==> src/rtl/ling_lf_subtractor_pipe.sv <==
// ling_lf_subtractor_pipe
//   Two-stage pipelined subtractor: o_diff = i_a - i_b - i_bin (mod 2^W).
//   Computed as a + ~b + ~bin on a Ling-form Ladner-Fischer prefix tree. The tree
//   produces pseudo-carries H, and true carries are recovered as c = p & H.
//   The first SPLIT prefix levels run before the stage-1 register. The remaining
//   levels and the sum/flag logic run before the stage-2 (output) register.
//   Valid/ready handshake on both sides, 1 beat/cycle, no bubbles when full.
//
// Ports
//   i_clk        rising-edge clock
//   i_rst        synchronous reset, active-high
//   i_in_valid   operand beat offered
//   o_in_ready   beat can be accepted this cycle (combinational from i_out_ready)
//   i_a, i_b     minuend / subtrahend, W bits
//   i_bin        borrow in
//   o_out_valid  result beat present
//   i_out_ready  consumer takes the result this cycle
//   o_diff       a - b - bin, modulo 2^W
//   o_bout       borrow out: unsigned a < b + bin
//   o_zero       o_diff == 0
//   o_ovf        signed overflow of the subtraction
module ling_lf_subtractor_pipe #(
    parameter int unsigned W     = 26,
    parameter int unsigned SPLIT = 2
) (
    input  logic         i_clk,
    input  logic         i_rst,
    input  logic         i_in_valid,
    output logic         o_in_ready,
    input  logic [W-1:0] i_a,
    input  logic [W-1:0] i_b,
    input  logic         i_bin,
    output logic         o_out_valid,
    input  logic         i_out_ready,
    output logic [W-1:0] o_diff,
    output logic         o_bout,
    output logic         o_zero,
    output logic         o_ovf
);

    // Position 0 of the prefix vectors carries ~bin; positions 1..W are operand bits.
    localparam int N       = W + 1;
    localparam int LVLS    = $clog2(N);
    localparam int S1_LVLS = (int'(SPLIT) < LVLS) ? int'(SPLIT) : LVLS;
    // After S1_LVLS levels, positions below ILO already span down to position 0,
    // so their group-propagate terms are never consulted again.
    localparam int ILO     = (1 << S1_LVLS) - 1;
    localparam int IW      = N - ILO;

    // Runs Ling prefix levels [lvl_lo, lvl_hi) on (h, i) group pairs.
    // A group [k:j] holds h = pseudo-carry assuming none enters below j, and
    // i = p[k-1] & ... & p[j-1]; combine: h = hh | ih & hl, i = ih & il.
    function automatic void prefix_levels(
        input  logic [N-1:0] h_in,
        input  logic [N-1:0] i_in,
        input  int           lvl_lo,
        input  int           lvl_hi,
        output logic [N-1:0] h_out,
        output logic [N-1:0] i_out
    );
        logic [N-1:0] h_cur, i_cur, h_nxt, i_nxt;
        int           j;
        h_cur = h_in;
        i_cur = i_in;
        for (int l = 0; l < LVLS; l++) begin
            if (l >= lvl_lo && l < lvl_hi) begin
                h_nxt = h_cur;
                i_nxt = i_cur;
                for (int k = 0; k < N; k++) begin
                    if (((k >> l) & 1) == 1) begin
                        j        = ((k >> l) << l) - 1;
                        h_nxt[k] = h_cur[k] | (i_cur[k] & h_cur[j]);
                        i_nxt[k] = i_cur[k] & i_cur[j];
                    end
                end
                h_cur = h_nxt;
                i_cur = i_nxt;
            end
        end
        h_out = h_cur;
        i_out = i_cur;
    endfunction

    // Stage-1 levels: returns {H, I[N-1:ILO]}.
    function automatic logic [N+IW-1:0] s1_prefix(
        input logic [N-1:0] p,
        input logic [N-1:0] g
    );
        logic [N-1:0] h_o, i_o;
        // A lone position's Ling propagate is the p of the position below it;
        // nothing lies below the carry-in slot.
        prefix_levels(g, {p[N-2:0], 1'b0}, 0, S1_LVLS, h_o, i_o);
        return {h_o, i_o[N-1:ILO]};
    endfunction

    // Stage-2 levels: returns the final H[k:0] for every position.
    function automatic logic [N-1:0] s2_prefix(
        input logic [N-1:0]  h,
        input logic [IW-1:0] i_hi
    );
        logic [N-1:0] i_full, h_o, i_o;
        i_full         = '0;
        i_full[N-1:ILO] = i_hi;
        prefix_levels(h, i_full, S1_LVLS, LVLS, h_o, i_o);
        return h_o;
    endfunction

    // Handshake
    logic w_s2_adv, w_in_fire;
    logic r_s1_valid, r_out_valid;

    assign w_s2_adv    = !r_out_valid || i_out_ready;
    assign o_in_ready  = !r_s1_valid || w_s2_adv;
    assign w_in_fire   = i_in_valid && o_in_ready;
    assign o_out_valid = r_out_valid;

    // Stage-1 combinational: pre-compute on ~b and the first prefix levels
    logic [N-1:0]    w_p, w_g;
    logic [N+IW-1:0] w_s1;

    assign w_p  = {i_a | ~i_b, 1'b1};
    assign w_g  = {i_a & ~i_b, ~i_bin};
    assign w_s1 = s1_prefix(w_p, w_g);

    logic [N-1:0]  r_p, r_h;
    logic [W-1:0]  r_g;
    logic [IW-1:0] r_i;
    logic          r_sa, r_sb;

    // Stage-2 combinational: finish prefix, post-compute
    logic [N-1:0] w_hf, w_carry;
    logic [W-1:0] w_t, w_diff;
    logic         w_bout, w_zero, w_ovf;

    assign w_hf    = s2_prefix(r_h, r_i);
    assign w_carry = r_p & w_hf;               // w_carry[k]: carry out of position k
    assign w_t     = r_p[N-1:1] & ~r_g;        // a ^ ~b
    assign w_diff  = w_t ^ w_carry[N-2:0];
    assign w_bout  = ~w_carry[N-1];
    assign w_zero  = (w_diff == '0);
    assign w_ovf   = (r_sa != r_sb) && (w_diff[W-1] != r_sa);

    logic [W-1:0] r_diff;
    logic         r_bout, r_zero, r_ovf;

    always_ff @(posedge i_clk) begin
        if (i_rst) begin
            r_s1_valid  <= 1'b0;
            r_p         <= '0;
            r_g         <= '0;
            r_h         <= '0;
            r_i         <= '0;
            r_sa        <= 1'b0;
            r_sb        <= 1'b0;
            r_out_valid <= 1'b0;
            r_diff      <= '0;
            r_bout      <= 1'b0;
            r_zero      <= 1'b0;
            r_ovf       <= 1'b0;
        end else begin
            if (w_in_fire) begin
                r_s1_valid <= 1'b1;
                r_p        <= w_p;
                r_g        <= w_g[N-1:1];
                r_h        <= w_s1[N+IW-1:IW];
                r_i        <= w_s1[IW-1:0];
                r_sa       <= i_a[W-1];
                r_sb       <= i_b[W-1];
            end else if (w_s2_adv) begin
                r_s1_valid <= 1'b0;
            end

            if (w_s2_adv) begin
                r_out_valid <= r_s1_valid;
                if (r_s1_valid) begin
                    r_diff <= w_diff;
                    r_bout <= w_bout;
                    r_zero <= w_zero;
                    r_ovf  <= w_ovf;
                end
            end
        end
    end

    assign o_diff = r_diff;
    assign o_bout = r_bout;
    assign o_zero = r_zero;
    assign o_ovf  = r_ovf;

endmodule

==> config.mk <==
export PLATFORM = sky130hd
export DESIGN_NAME = ling_lf_subtractor_pipe
export DESIGN_NICKNAME = d
export VERILOG_FILES = /design/src/rtl/ling_lf_subtractor_pipe.sv
export SDC_FILE = /design/constraint.sdc
export NUM_CORES = 1
export LEC_CHECK = 0
export ABC_AREA = 1
export CORE_MARGIN = 3
export CORE_UTILIZATION = 40
export DETAILED_ROUTE_END_ITERATION = 7
export GPL_ROUTABILITY_DRIVEN = 0
export SYNTH_ARGS = -nofsm -noshare
export SYNTH_HDL_FRONTEND = slang
export SYNTH_SLANG_ARGS = --single-unit
==> constraint.sdc <==
create_clock -name i_clk -period 1.6 [get_ports i_clk]
set_input_delay 0.32 -clock i_clk [delete_from_list [all_inputs] [get_ports i_clk]]
set_output_delay 0.32 -clock i_clk [all_outputs]
set_load 0.02 [all_outputs]
==> impl_metrics.tcl <==
set metrics [dict create \
    drt_pre_antenna_iters 4 \
    drt_wl_total_um 14300 \
    core_area_mm2 0.0139 \
    rsz0062_at_grt "yes" \
    critPathRequiredTime_ns 1.95 \
    setup_viol 0 \
    grt_overflow 0 \
    clock_sinks 124 \
    post_drt_via_cell_ratio 4.60 \
    synth.distinct_cells 26 \
    instances_no_fill 1195 \
    grt_pass1_wl_um 23900 \
    num_vias 5502 \
    reg2reg_to "o_zero" \
    die_w_um 126 \
    startpoint_type "flop" \
    die-area_mm2 0.0158 \
    ctsHoldBuffers 0 \
    nNetsFinal 1061 \
    hold_viol 0 \
    cp.arrival_ns 1.93 \
    status "finished clean" \
    vdd_ir_drop_max_mv 0.743 \
    die_h_um 126 \
    fin_worst_skew_ns 0.00593 \
    dp_hpwl_um 10500 \
    cts_tree "built" \
    fmax_ghz 0.631 \
    fin_crit_ns 1.59 \
    drive_gt1_share_pct 15.1 \
    setup_ws_ns 0.0143 \
    detailedPlace.worstSlack_ns -0.378 \
    drc_errors 0 \
    hold_depth 3 \
    startpoint "r_h[3]" \
    maxCapViolations 0 \
    tightest_slew_ns 0.304 \
    seq_area_frac_synth_pct 43.3 \
    start_util_pct 41.1 \
    utilization_pct 56.8 \
    drv_slew 0 \
    ys_ff_latch 124 \
    finalSetupTns_ns 0 \
    grt_use_total_pct 18.6 \
    dp_cells 1163 \
    detail_route.wl_per_cell_um 12.0 \
    placement.io_buffers 87 \
    maxSlewHeadroom_pct 79.8 \
    ios 88 \
    cts_max_level 4 \
    syn_inst 858 \
    clock_path_buffers 2 \
    crit_fanout 5 \
    hp-class "in2reg" \
    rows 43 \
    p_total_w 0.00817 \
    timing.rr.start "r_h[3]" \
    end_kind "flop" \
    syn_avg_cell_area_um2 6.67 \
    clk_latency_ns 0.41 \
    yosys_warnings 0 \
    clk_pin_slew_ns 0.05 \
    areaGrowthSynthToFinish_pct 38.1 \
    crit_type "reg2reg" \
    power_density_mw_per_mm2 1030 \
    cts_made_buffers 17 \
    n_antenna_cell 0 \
    p_leak_nw 3.90 \
    antenna_found_initial 0 \
    clockRootBuffer "clkbuf_16" \
    fillers 1402 \
    period_share_pct 99.1 \
    syn_nets 915 \
    ant_nets 0 \
    drtIter0Drc 285 \
    critPathCapture "o_zero" \
    reg2reg_depth 11 \
    ff2ff_setup_slack_ns 0.01 \
    grt_pass1_vias 5014 \
    grt_start_max_net_pins 63 \
    synth_area_mm2 0.00573 \
]
## cell families (layout without fill, tap and decap cells)
| group | count (synthesis) | after routing | synth area share [%] |
|---|---|---|---|
| compound gates | 186 | 186 | 17.5 |
| xor+xnor | 7 | 7 | 1.07 |
| buf+inv | 164 | 320 | 10.9 |
| flops | 124 | 124 | 43.3 |
| simple gates | 377 | 378 | 27.2 |
## registers in the layout (all words and copies together), names as in the netlist
signal       flops
o_bout           1
o_diff          26
o_out_valid      1
o_ovf            1
o_zero           1
r_g             20
r_h             27
r_i             17
r_p             27
r_s1_valid       1
r_sa             1
r_sb             1
## worst min path at each step
| stage | startpoint | endpoint | slack (ns) |
|---|---|---|---|
| floorplan | i_bin | r_h[0] | 0.41 |
| global placement | r_h[5] | r_h[5] | 0.44 |
| detailed placement | r_g[1] | r_g[1] | 0.44 |
| CTS | i_rst | o_zero | 0.38 |
| global route | i_rst | o_zero | 0.40 |
| finish | i_rst | o_zero | 0.38 |
## worst max-delay path, cell delays in order, from the launching register on
cell     delay, ns
dfxtp_4       0.38
nand2_1       0.09
xor2_1        0.16
inv_1         0.10
nand2_1       0.06
nor2_1        0.16
nand2_2       0.10
nor2_4        0.15
nand3_2       0.06
nor2_1        0.10
nand2_1       0.06
a21oi_2       0.10
## cells in the mapped netlist
| cell | count | area [um^2] |
|---|---|---|
| nor2_1 | 81 | 304 |
| o221a_2 | 1 | 11.3 |
| a21oi_2 | 1 | 8.76 |
| dfxtp_1 | 124 | 2480 |
| a211oi_1 | 3 | 22.5 |
| clkbuf_1 | 22 | 82.6 |
| inv_1 | 127 | 477 |
| buf_2 | 7 | 35.0 |
| nand2_1 | 234 | 878 |
| buf_1 | 7 | 26.3 |
| o21ai_0 | 59 | 295 |
| nor3_1 | 4 | 20.0 |
| nand2_4 | 3 | 33.8 |
| o21a_1 | 1 | 7.51 |
| nand2_2 | 4 | 25.0 |
| a21oi_1 | 97 | 485 |
| xor2_1 | 4 | 35.0 |
| nor3_2 | 1 | 10.0 |
| inv_2 | 1 | 3.75 |
| xnor2_1 | 3 | 26.3 |
| o211ai_1 | 17 | 128 |
| nand4_1 | 2 | 12.5 |
| a31oi_1 | 7 | 43.8 |
| nand3b_1 | 7 | 52.6 |
| nand3_1 | 29 | 145 |
| or2_2 | 12 | 75.1 |
## layout make-up
class                           instances  area, um^2  share of cell area [%]
Inverter                              128         480                    6.07
Clock inverter                          2        10.0                   0.127
Multi-Input combinational cell        571        2730                    34.6
Clock buffer                           28         497                    6.28
Tap cell                              180         225                    2.85
Timing Repair Buffer                  162        1470                    18.6
Sequential cell                       124        2490                    31.5
## metal layers
metal | vias up | share of wire (%) | global-route usage, %
met1 | 2398 | 50 | 25.1
met2 | 88 | 46 | 29.8
met4 | 0 | 0.71 | 5.17
li1 | 3006 | - | -
met3 | 10 | 3.5 | 4.75
met5 | - | 0 | 0
## metrics by stage
stage | instance area [um^2] | hold slack, ns
final | 7910 | 0.378
after global routing | 7910 | 0.403
after floorplan | 5730 | 0.410
after CTS | 7880 | 0.383
after detailed placement | 7320 | 0.441
after global placement | 7320 | 0.442
## placed cells by master, fill, tap and decap left out, types with 25 or more instances in the layout
cell type,instances
dlygate4sd2_1,30
nor2_1,75
o21ai_0,56
nand3_1,25
clkdlybuf4s50_1,55
dfxtp_1,120
a21oi_1,96
nand2_1,222
inv_1,126
buf_4,68
## power breakdown
group	internal (W)	leakage (nW)	switching (W)
combinational	0.000634	2.62	0.000744
sequential	0.00331	1.03	0.000139
clock	0.00208	0.248	0.00127
total	0.00602	3.90	0.00215
## repair_timing
| action | in CTS | in global routing |
|---|---|---|
| pin swaps | 9 | 0 |
| gates cloned | 1 | 0 |
| gates resized for setup | 53 | 16 |
| setup endpoints to repair | 35 | 7 |
| buffers inserted | 2 | 0 |
Note: power is estimated with default switching activity, not from simulation.
